===== src/rtl/jal_link_pkg.sv =====
// Shared decode constants and types for the jump/link path of the core.
package jal_link_pkg;

    localparam int unsigned XLEN  = 32;
    localparam int unsigned REG_W = 5;

    // Opcode / funct encodings
    localparam logic [5:0] OP_SPECIAL = 6'b000000;
    localparam logic [5:0] OP_JAL     = 6'b000011;
    localparam logic [5:0] FN_JALR    = 6'b001001;
    localparam logic [5:0] FN_JR      = 6'b001000;

    // Architectural link register for JAL
    localparam logic [REG_W-1:0] LINK_REG = 5'd31;

    // Instruction field slice positions
    localparam int unsigned OP_MSB  = 31;
    localparam int unsigned OP_LSB  = 26;
    localparam int unsigned RS_MSB  = 25;
    localparam int unsigned RS_LSB  = 21;
    localparam int unsigned RD_MSB  = 15;
    localparam int unsigned RD_LSB  = 11;
    localparam int unsigned FN_MSB  = 5;
    localparam int unsigned FN_LSB  = 0;
    localparam int unsigned TGT_MSB = 25;
    localparam int unsigned TGT_LSB = 0;

    // One queued link write: destination register plus return address
    typedef struct packed {
        logic [REG_W-1:0] addr;
        logic [XLEN-1:0]  data;
    } link_entry_t;

    typedef enum logic [1:0] {
        JmpNone,
        JmpJal,
        JmpJalr
    } jump_kind_e;

    function automatic jump_kind_e decode_jump(input logic [XLEN-1:0] instr);
        jump_kind_e kind;
        kind = JmpNone;
        if (instr[OP_MSB:OP_LSB] == OP_JAL) begin
            kind = JmpJal;
        end else if (instr[OP_MSB:OP_LSB] == OP_SPECIAL &&
                     instr[FN_MSB:FN_LSB] == FN_JALR) begin
            kind = JmpJalr;
        end
        return kind;
    endfunction

endpackage


===== src/rtl/link_fifo.sv =====
// Two-entry FIFO of pending link writes. The head output keeps the last
// popped entry once the queue drains, so the write port sees stable values.
module link_fifo
    import jal_link_pkg::*;
(
    input  logic        clk,
    input  logic        rst_n,
    input  logic        push_i,
    input  logic        pop_i,
    input  link_entry_t din_i,
    output link_entry_t dout_o,
    output logic        full_o,
    output logic        empty_o
);

    link_entry_t mem_q [2];
    link_entry_t last_q;
    logic        wr_ptr_q;
    logic        rd_ptr_q;
    logic [1:0]  count_q;
    logic        do_push;
    logic        do_pop;

    // Status decode and guarded handshakes
    always_comb begin
        full_o  = (count_q == 2'd2);
        empty_o = (count_q == 2'd0);
        do_push = push_i & ~full_o;
        do_pop  = pop_i & ~empty_o;
        dout_o  = empty_o ? last_q : mem_q[rd_ptr_q];
    end

    // Storage, pointers and occupancy
    always_ff @(posedge clk or negedge rst_n) begin
        if (!rst_n) begin
            for (int i = 0; i < 2; i++) begin
                mem_q[i] <= '0;
            end
            last_q   <= '0;
            wr_ptr_q <= 1'b0;
            rd_ptr_q <= 1'b0;
            count_q  <= 2'd0;
        end else begin
            if (do_push) begin
                mem_q[wr_ptr_q] <= din_i;
                wr_ptr_q        <= ~wr_ptr_q;
            end
            if (do_pop) begin
                last_q   <= mem_q[rd_ptr_q];
                rd_ptr_q <= ~rd_ptr_q;
            end
            unique case ({do_push, do_pop})
                2'b10:   count_q <= count_q + 2'd1;
                2'b01:   count_q <= count_q - 2'd1;
                default: count_q <= count_q;
            endcase
        end
    end

endmodule


===== src/rtl/jal_link.sv =====
// Link-and-jump unit: redirects the PC on JAL/JALR and queues the return
// address for write-back through a request/grant register-file port.
module jal_link
    import jal_link_pkg::*;
(
    input  logic             clk,
    input  logic             rst_n,
    input  logic             instr_valid_i,
    input  logic [XLEN-1:0]  instru_i,
    input  logic [XLEN-1:0]  pc_i,
    input  logic [XLEN-1:0]  data_a_i,
    input  logic             wr_gnt_i,
    output logic [XLEN-1:0]  pc_next_o,
    output logic             pc_load_o,
    output logic             wr_req_o,
    output logic [REG_W-1:0] wr_addr_o,
    output logic [XLEN-1:0]  wr_data_o,
    output logic             stall_o
);

    jump_kind_e       kind;
    logic             accept;
    logic [XLEN-1:0]  pc4;
    logic [XLEN-1:0]  target;
    logic [REG_W-1:0] link_reg;
    logic             push;
    logic             pop;
    logic             fifo_full;
    logic             fifo_empty;
    link_entry_t      push_entry;
    link_entry_t      head;
    logic [XLEN-1:0]  pc_next_q;
    logic             pc_load_q;

    // Decode, target selection and queue handshakes
    always_comb begin
        kind     = decode_jump(instru_i);
        pc4      = pc_i + 32'd4;
        // Stall blocks accept even if the queue pops this cycle
        accept   = instr_valid_i & (kind != JmpNone) & ~fifo_full;
        target   = {pc4[31:28], instru_i[TGT_MSB:TGT_LSB], 2'b00};
        link_reg = LINK_REG;
        if (kind == JmpJalr) begin
            target   = data_a_i;
            link_reg = instru_i[RD_MSB:RD_LSB];
        end
        push            = accept & (link_reg != '0);
        push_entry.addr = link_reg;
        push_entry.data = pc4;
        pop             = ~fifo_empty & wr_gnt_i;
    end

    // Registered PC redirect: one-cycle load pulse, target held otherwise
    always_ff @(posedge clk or negedge rst_n) begin
        if (!rst_n) begin
            pc_next_q <= '0;
            pc_load_q <= 1'b0;
        end else begin
            pc_load_q <= accept;
            if (accept) begin
                pc_next_q <= target;
            end
        end
    end

    link_fifo u_link_fifo (
        .clk     (clk),
        .rst_n   (rst_n),
        .push_i  (push),
        .pop_i   (pop),
        .din_i   (push_entry),
        .dout_o  (head),
        .full_o  (fifo_full),
        .empty_o (fifo_empty)
    );

    // Output mapping
    always_comb begin
        pc_next_o = pc_next_q;
        pc_load_o = pc_load_q;
        wr_req_o  = ~fifo_empty;
        wr_addr_o = head.addr;
        wr_data_o = head.data;
        stall_o   = fifo_full;
    end

endmodule


===== config.mk =====
export PLATFORM = sky130hd
export DESIGN_NAME = jal_link
export DESIGN_NICKNAME = d
export VERILOG_FILES = /design/src/rtl/jal_link_pkg.sv /design/src/rtl/link_fifo.sv /design/src/rtl/jal_link.sv
export SDC_FILE = /design/constraint.sdc
export NUM_CORES = 1
export LEC_CHECK = 0
export BUFFER_PORTS_ARGS = -buffer_cell sky130_fd_sc_hd__buf_2
export CORE_ASPECT_RATIO = 1.2
export CORE_MARGIN = 2
export CORE_UTILIZATION = 40
export DETAILED_ROUTE_END_ITERATION = 8
export PLACE_DENSITY_LB_ADDON = 0.15
export SYNTH_ARGS = -nofsm -noshare
export SYNTH_HDL_FRONTEND = slang
export SYNTH_SLANG_ARGS = --single-unit

===== constraint.sdc =====
create_clock -name clk -period 6.1 [get_ports clk]
set_input_delay 0.305 -clock clk [delete_from_list [all_inputs] [get_ports clk]]
set_output_delay 0.305 -clock clk [all_outputs]
set_load 0.1 [all_outputs]

==> impl_metrics.xml <==
<?xml version="1.0" encoding="UTF-8"?>
<metrics>
  <group name="placement">
    <metric name="dpl-instance-area" unit="sq um">8090</metric>
    <metric name="io_buffer_count" unit="">171</metric>
    <metric name="half_perimeter_wire_length_after_detailed_placement" unit="mm">12.6</metric>
    <metric name="detailedPlace.worstSlack" unit="ps">2480</metric>
    <metric name="gpl.final_weighted_congestion" unit="">0.791</metric>
  </group>
  <group name="setup_path">
    <metric name="r2r_worst_path_depth" unit="">7</metric>
    <metric name="crit_arrival" unit="ps">3710</metric>
    <metric name="cp_slowest_cell" unit="">and3_1</metric>
    <metric name="critPathMaxStageDelay" unit="ps">790</metric>
    <metric name="timing.critical_path.buf_inv" unit="">2</metric>
    <metric name="worst_setup_path_end_kind" unit="">flop</metric>
    <metric name="crit_type" unit="">reg -&gt; reg</metric>
    <metric name="worstSetupStartpointType" unit="">flop</metric>
    <metric name="crit_path_max_fanout" unit="">90</metric>
    <metric name="crit_chain" unit="">nor2b_1, nand3b_1, or2_1, inv_6, and3_1, buf_4, mux2_1</metric>
    <metric name="cpLargestDelayFamily" unit="">simple AND/OR/NAND/NOR gates</metric>
    <metric name="timing.critical_path.required" unit="ps">6410</metric>
    <metric name="crit_cells" unit="">7</metric>
  </group>
  <group name="global_route">
    <metric name="globalRoute.totalOverflow" unit="">0</metric>
    <metric name="antenna_found_initial" unit="">0</metric>
    <metric name="global_route.usage.total" unit="">0.205</metric>
    <metric name="grt_first_pass_wirelength" unit="mm">30.5</metric>
    <metric name="grt_pass1_vias" unit="">5883</metric>
    <metric name="grt_max_degree" unit="">91</metric>
  </group>
  <group name="synth">
    <metric name="post_synth_num_cell_types" unit="">44</metric>
    <metric name="syn_area" unit="sq um">7120</metric>
    <metric name="yosys_warnings" unit="">0</metric>
    <metric name="synthCells" unit="">760</metric>
    <metric name="ys_ff_latch" unit="">148</metric>
    <metric name="syn_area_per_cell" unit="sq um">9.37</metric>
    <metric name="synth_sequential_area_ratio" unit="">0.520</metric>
    <metric name="syn-num-nets" unit="">862</metric>
  </group>
  <group name="cells_and_area">
    <metric name="register_area" unit="sq um">3700</metric>
    <metric name="post-route-cell-area" unit="sq um">8620</metric>
    <metric name="finish.net_count" unit="">1009</metric>
    <metric name="most_used_cells_in_the_layout_excluding_fill_and_tap_cells" unit="">170 x buf_2, 147 x dfrtp_1, 129 x nand2_1</metric>
    <metric name="syn2layout_area_growth" unit="%">21.1</metric>
    <metric name="filler_cell_count" unit="">1773</metric>
    <metric name="most_frequent_standard_cell_in_the_layout_excluding_fill_and_tap_cells" unit="">buf_2</metric>
    <metric name="antenna_cells_inserted" unit="">0</metric>
    <metric name="final_layout_size_suffix_gt1_frac" unit="">0.245</metric>
    <metric name="multi_input_comb_area" unit="sq um">3150</metric>
  </group>
  <group name="run_status">
    <metric name="outcome" unit="">finished, final reports clean</metric>
  </group>
  <group name="floorplan">
    <metric name="standard_cell_rows" unit="">53</metric>
    <metric name="core_area" unit="sq um">17500</metric>
    <metric name="initial_core_util" unit="">0.407</metric>
    <metric name="die_y" unit="microns">150</metric>
    <metric name="io_pins" unit="">172</metric>
    <metric name="fp.dieArea" unit="sq um">18900</metric>
    <metric name="die_w" unit="microns">126</metric>
  </group>
  <group name="clock_network">
    <metric name="cts_buf_count" unit="">17</metric>
    <metric name="tritoncts" unit="">done</metric>
    <metric name="clk_pin_slew_worst_paths" unit="ps">60</metric>
    <metric name="cts.htree.levels" unit="">4</metric>
    <metric name="clock_latency" unit="ps">420</metric>
    <metric name="cts_sink_count" unit="">148</metric>
    <metric name="max-clock-path-buffers" unit="">2</metric>
    <metric name="clock_tree.root_cell" unit="">clkbuf_16</metric>
  </group>
  <group name="route">
    <metric name="avgViaCountPerCell" unit="">5.21</metric>
    <metric name="dr.pass1.iters" unit="">5</metric>
    <metric name="drt_drc_violations_left" unit="">0</metric>
    <metric name="via_count" unit="">5930</metric>
    <metric name="postRouteWirelength" unit="mm">18.8</metric>
    <metric name="detail-route-antenna-nets" unit="">0</metric>
    <metric name="drtIter0Drc" unit="">299</metric>
    <metric name="wl_per_cell" unit="microns">16.5</metric>
  </group>
  <group name="worst_hold_path">
    <metric name="worst_hold_path.num_cells" unit="">3</metric>
    <metric name="worstHoldPathType" unit="">in -&gt; reg</metric>
  </group>
  <group name="timing">
    <metric name="period_share" unit="">0.558</metric>
    <metric name="number_of_slew_limit_violations_in_the_final_report" unit="">0</metric>
    <metric name="tightest_slew" unit="ps">1100</metric>
    <metric name="slew_headroom" unit="">0.267</metric>
    <metric name="finalSetupTns" unit="ps">0</metric>
    <metric name="setup_repair_after_global_routing_missed_its_margin" unit="">no</metric>
    <metric name="final.min_clock_period" unit="ps">3400</metric>
    <metric name="setup-violations-final" unit="">0</metric>
    <metric name="finClkSkew" unit="ps">5.35</metric>
    <metric name="least_setup_slack_across_all_paths_after_layout" unit="ps">2700</metric>
    <metric name="maximum_clock_rate" unit="MHz">294</metric>
    <metric name="timing_hold_violations_final" unit="">0</metric>
  </group>
  <group name="pwr">
    <metric name="leakage" unit="uW">0.00425</metric>
    <metric name="power.density_cell_area" unit="nW/um^2">573</metric>
    <metric name="worst_vdd_ir" unit="V">0.000310</metric>
  </group>
  <group name="job">
    <metric name="maxCapViolCount" unit="">0</metric>
  </group>
</metrics>
power breakdown:
part	internal, uW	total [uW]	switching [uW]
clock	557	939	382
combinational	470	2640	2170
sequential	1230	1360	133
total	2260	4940	2680
synthesized netlist by cell type (all sizes together):
cell | instances | share of area
and2 | 2 | 0.0018
dfrtp | 148 | 0.52
a2111oi | 1 | 0.0012
a21o | 1 | 0.0011
nand4 | 12 | 0.011
or2 | 2 | 0.0018
nand2b | 1 | 0.00088
and4 | 2 | 0.0025
nor2b | 2 | 0.0018
and3 | 6 | 0.0053
xor2 | 16 | 0.020
a31oi | 51 | 0.045
ha | 2 | 0.0035
nor3b | 1 | 0.0018
nor3 | 5 | 0.0035
nand3 | 14 | 0.012
a22oi | 1 | 0.0011
xnor2 | 17 | 0.021
a21oi | 74 | 0.052
mux2i | 38 | 0.053
mux2 | 14 | 0.022
nor4 | 5 | 0.0074
a2111o | 1 | 0.0016
nor4b | 2 | 0.0067
o21ai | 69 | 0.049
a211o | 2 | 0.0025
clkbuf | 30 | 0.016
nand2 | 130 | 0.069
nand3b | 1 | 0.0011
or4 | 1 | 0.0011
inv | 5 | 0.0033
buf | 24 | 0.019
nor2 | 80 | 0.042
area by class of cell:
class,instances,share of cell area
multi-input combinational,553,0.365
clock inverter,5,0.00290
timing repair buffer,182,0.110
tap,220,0.0319
clock buffer,26,0.0579
inverter,5,0.00276
sequential,148,0.430
sequential cells by signal, summed over array words and instances (netlist names):
| signal | count |
|---|---|
| u_link_fifo.mem_q | 74 |
| u_link_fifo.last_q | 37 |
| pc_next_o | 32 |
| u_link_fifo.count_q | 2 |
| pc_load_o | 1 |
| u_link_fifo.rd_ptr_q | 1 |
| u_link_fifo.wr_ptr_q | 1 |
metal layers:
layer  GRT usage  vias up  wire, microns
met5           0        -              0
met4      0.0643        0            277
met3      0.0572       21           1420
met2       0.341      196           9040
met1       0.260     2775           8100
li1            -     2938              -
metrics by stage:
stage | hold WS (ps) | utilization | total power [uW] | instances
4_1_cts | 109 | 0.492 | 4980 | 1139
3_5_place_dp | 439 | 0.462 | 4030 | 1107
5_1_grt | 120 | 0.492 | 5190 | 1139
2_1_floorplan | 9.41 | - | 3750 | 760
6_report | 117 | 0.492 | 4940 | 1139
3_3_place_gp | 439 | 0.462 | 4010 | 1107
worst min-delay path, cell delays in order:
cell and delay, ps:
buf_2 70, nand3_1 50, nand2_1 70
final timing paths:
path / from / end / slack (ps)
hold reg to reg: pc_next_o[0] / pc_next_o[0] / 470
setup / recovery: u_link_fifo.count_q[1] / u_link_fifo.mem_q[40] / 2700
min in group asynchronous: rst_n / u_link_fifo.last_q[7] / 510
max in group asynchronous: rst_n / u_link_fifo.mem_q[69] / 4210
hold / removal: data_a_i[1] / pc_next_o[1] / 120
setup reg to reg: u_link_fifo.count_q[1] / u_link_fifo.mem_q[40] / 2700
cells by family after synthesis:
family,Yosys count,synth area share
xor gates and xnor gates,33,0.0406
and+or+nand+nor,266,0.169
DFF,148,0.520
AOI/OAI and AO/OA,200,0.153
adders and majority gates,2,0.00351
buffers and inverters,59,0.0383
muxes,52,0.0756
what timing repair did:
| item | in CTS | in global routing |
|---|---|---|
| hold endpoints to repair | 48 | 0 |
| setup buffers | 0 | 0 |
| setup endpoints to repair | 0 | 0 |
| hold buffers | 1 | 0 |
| resized for setup | 0 | 0 |
Power figures use the tool's default switching activity.
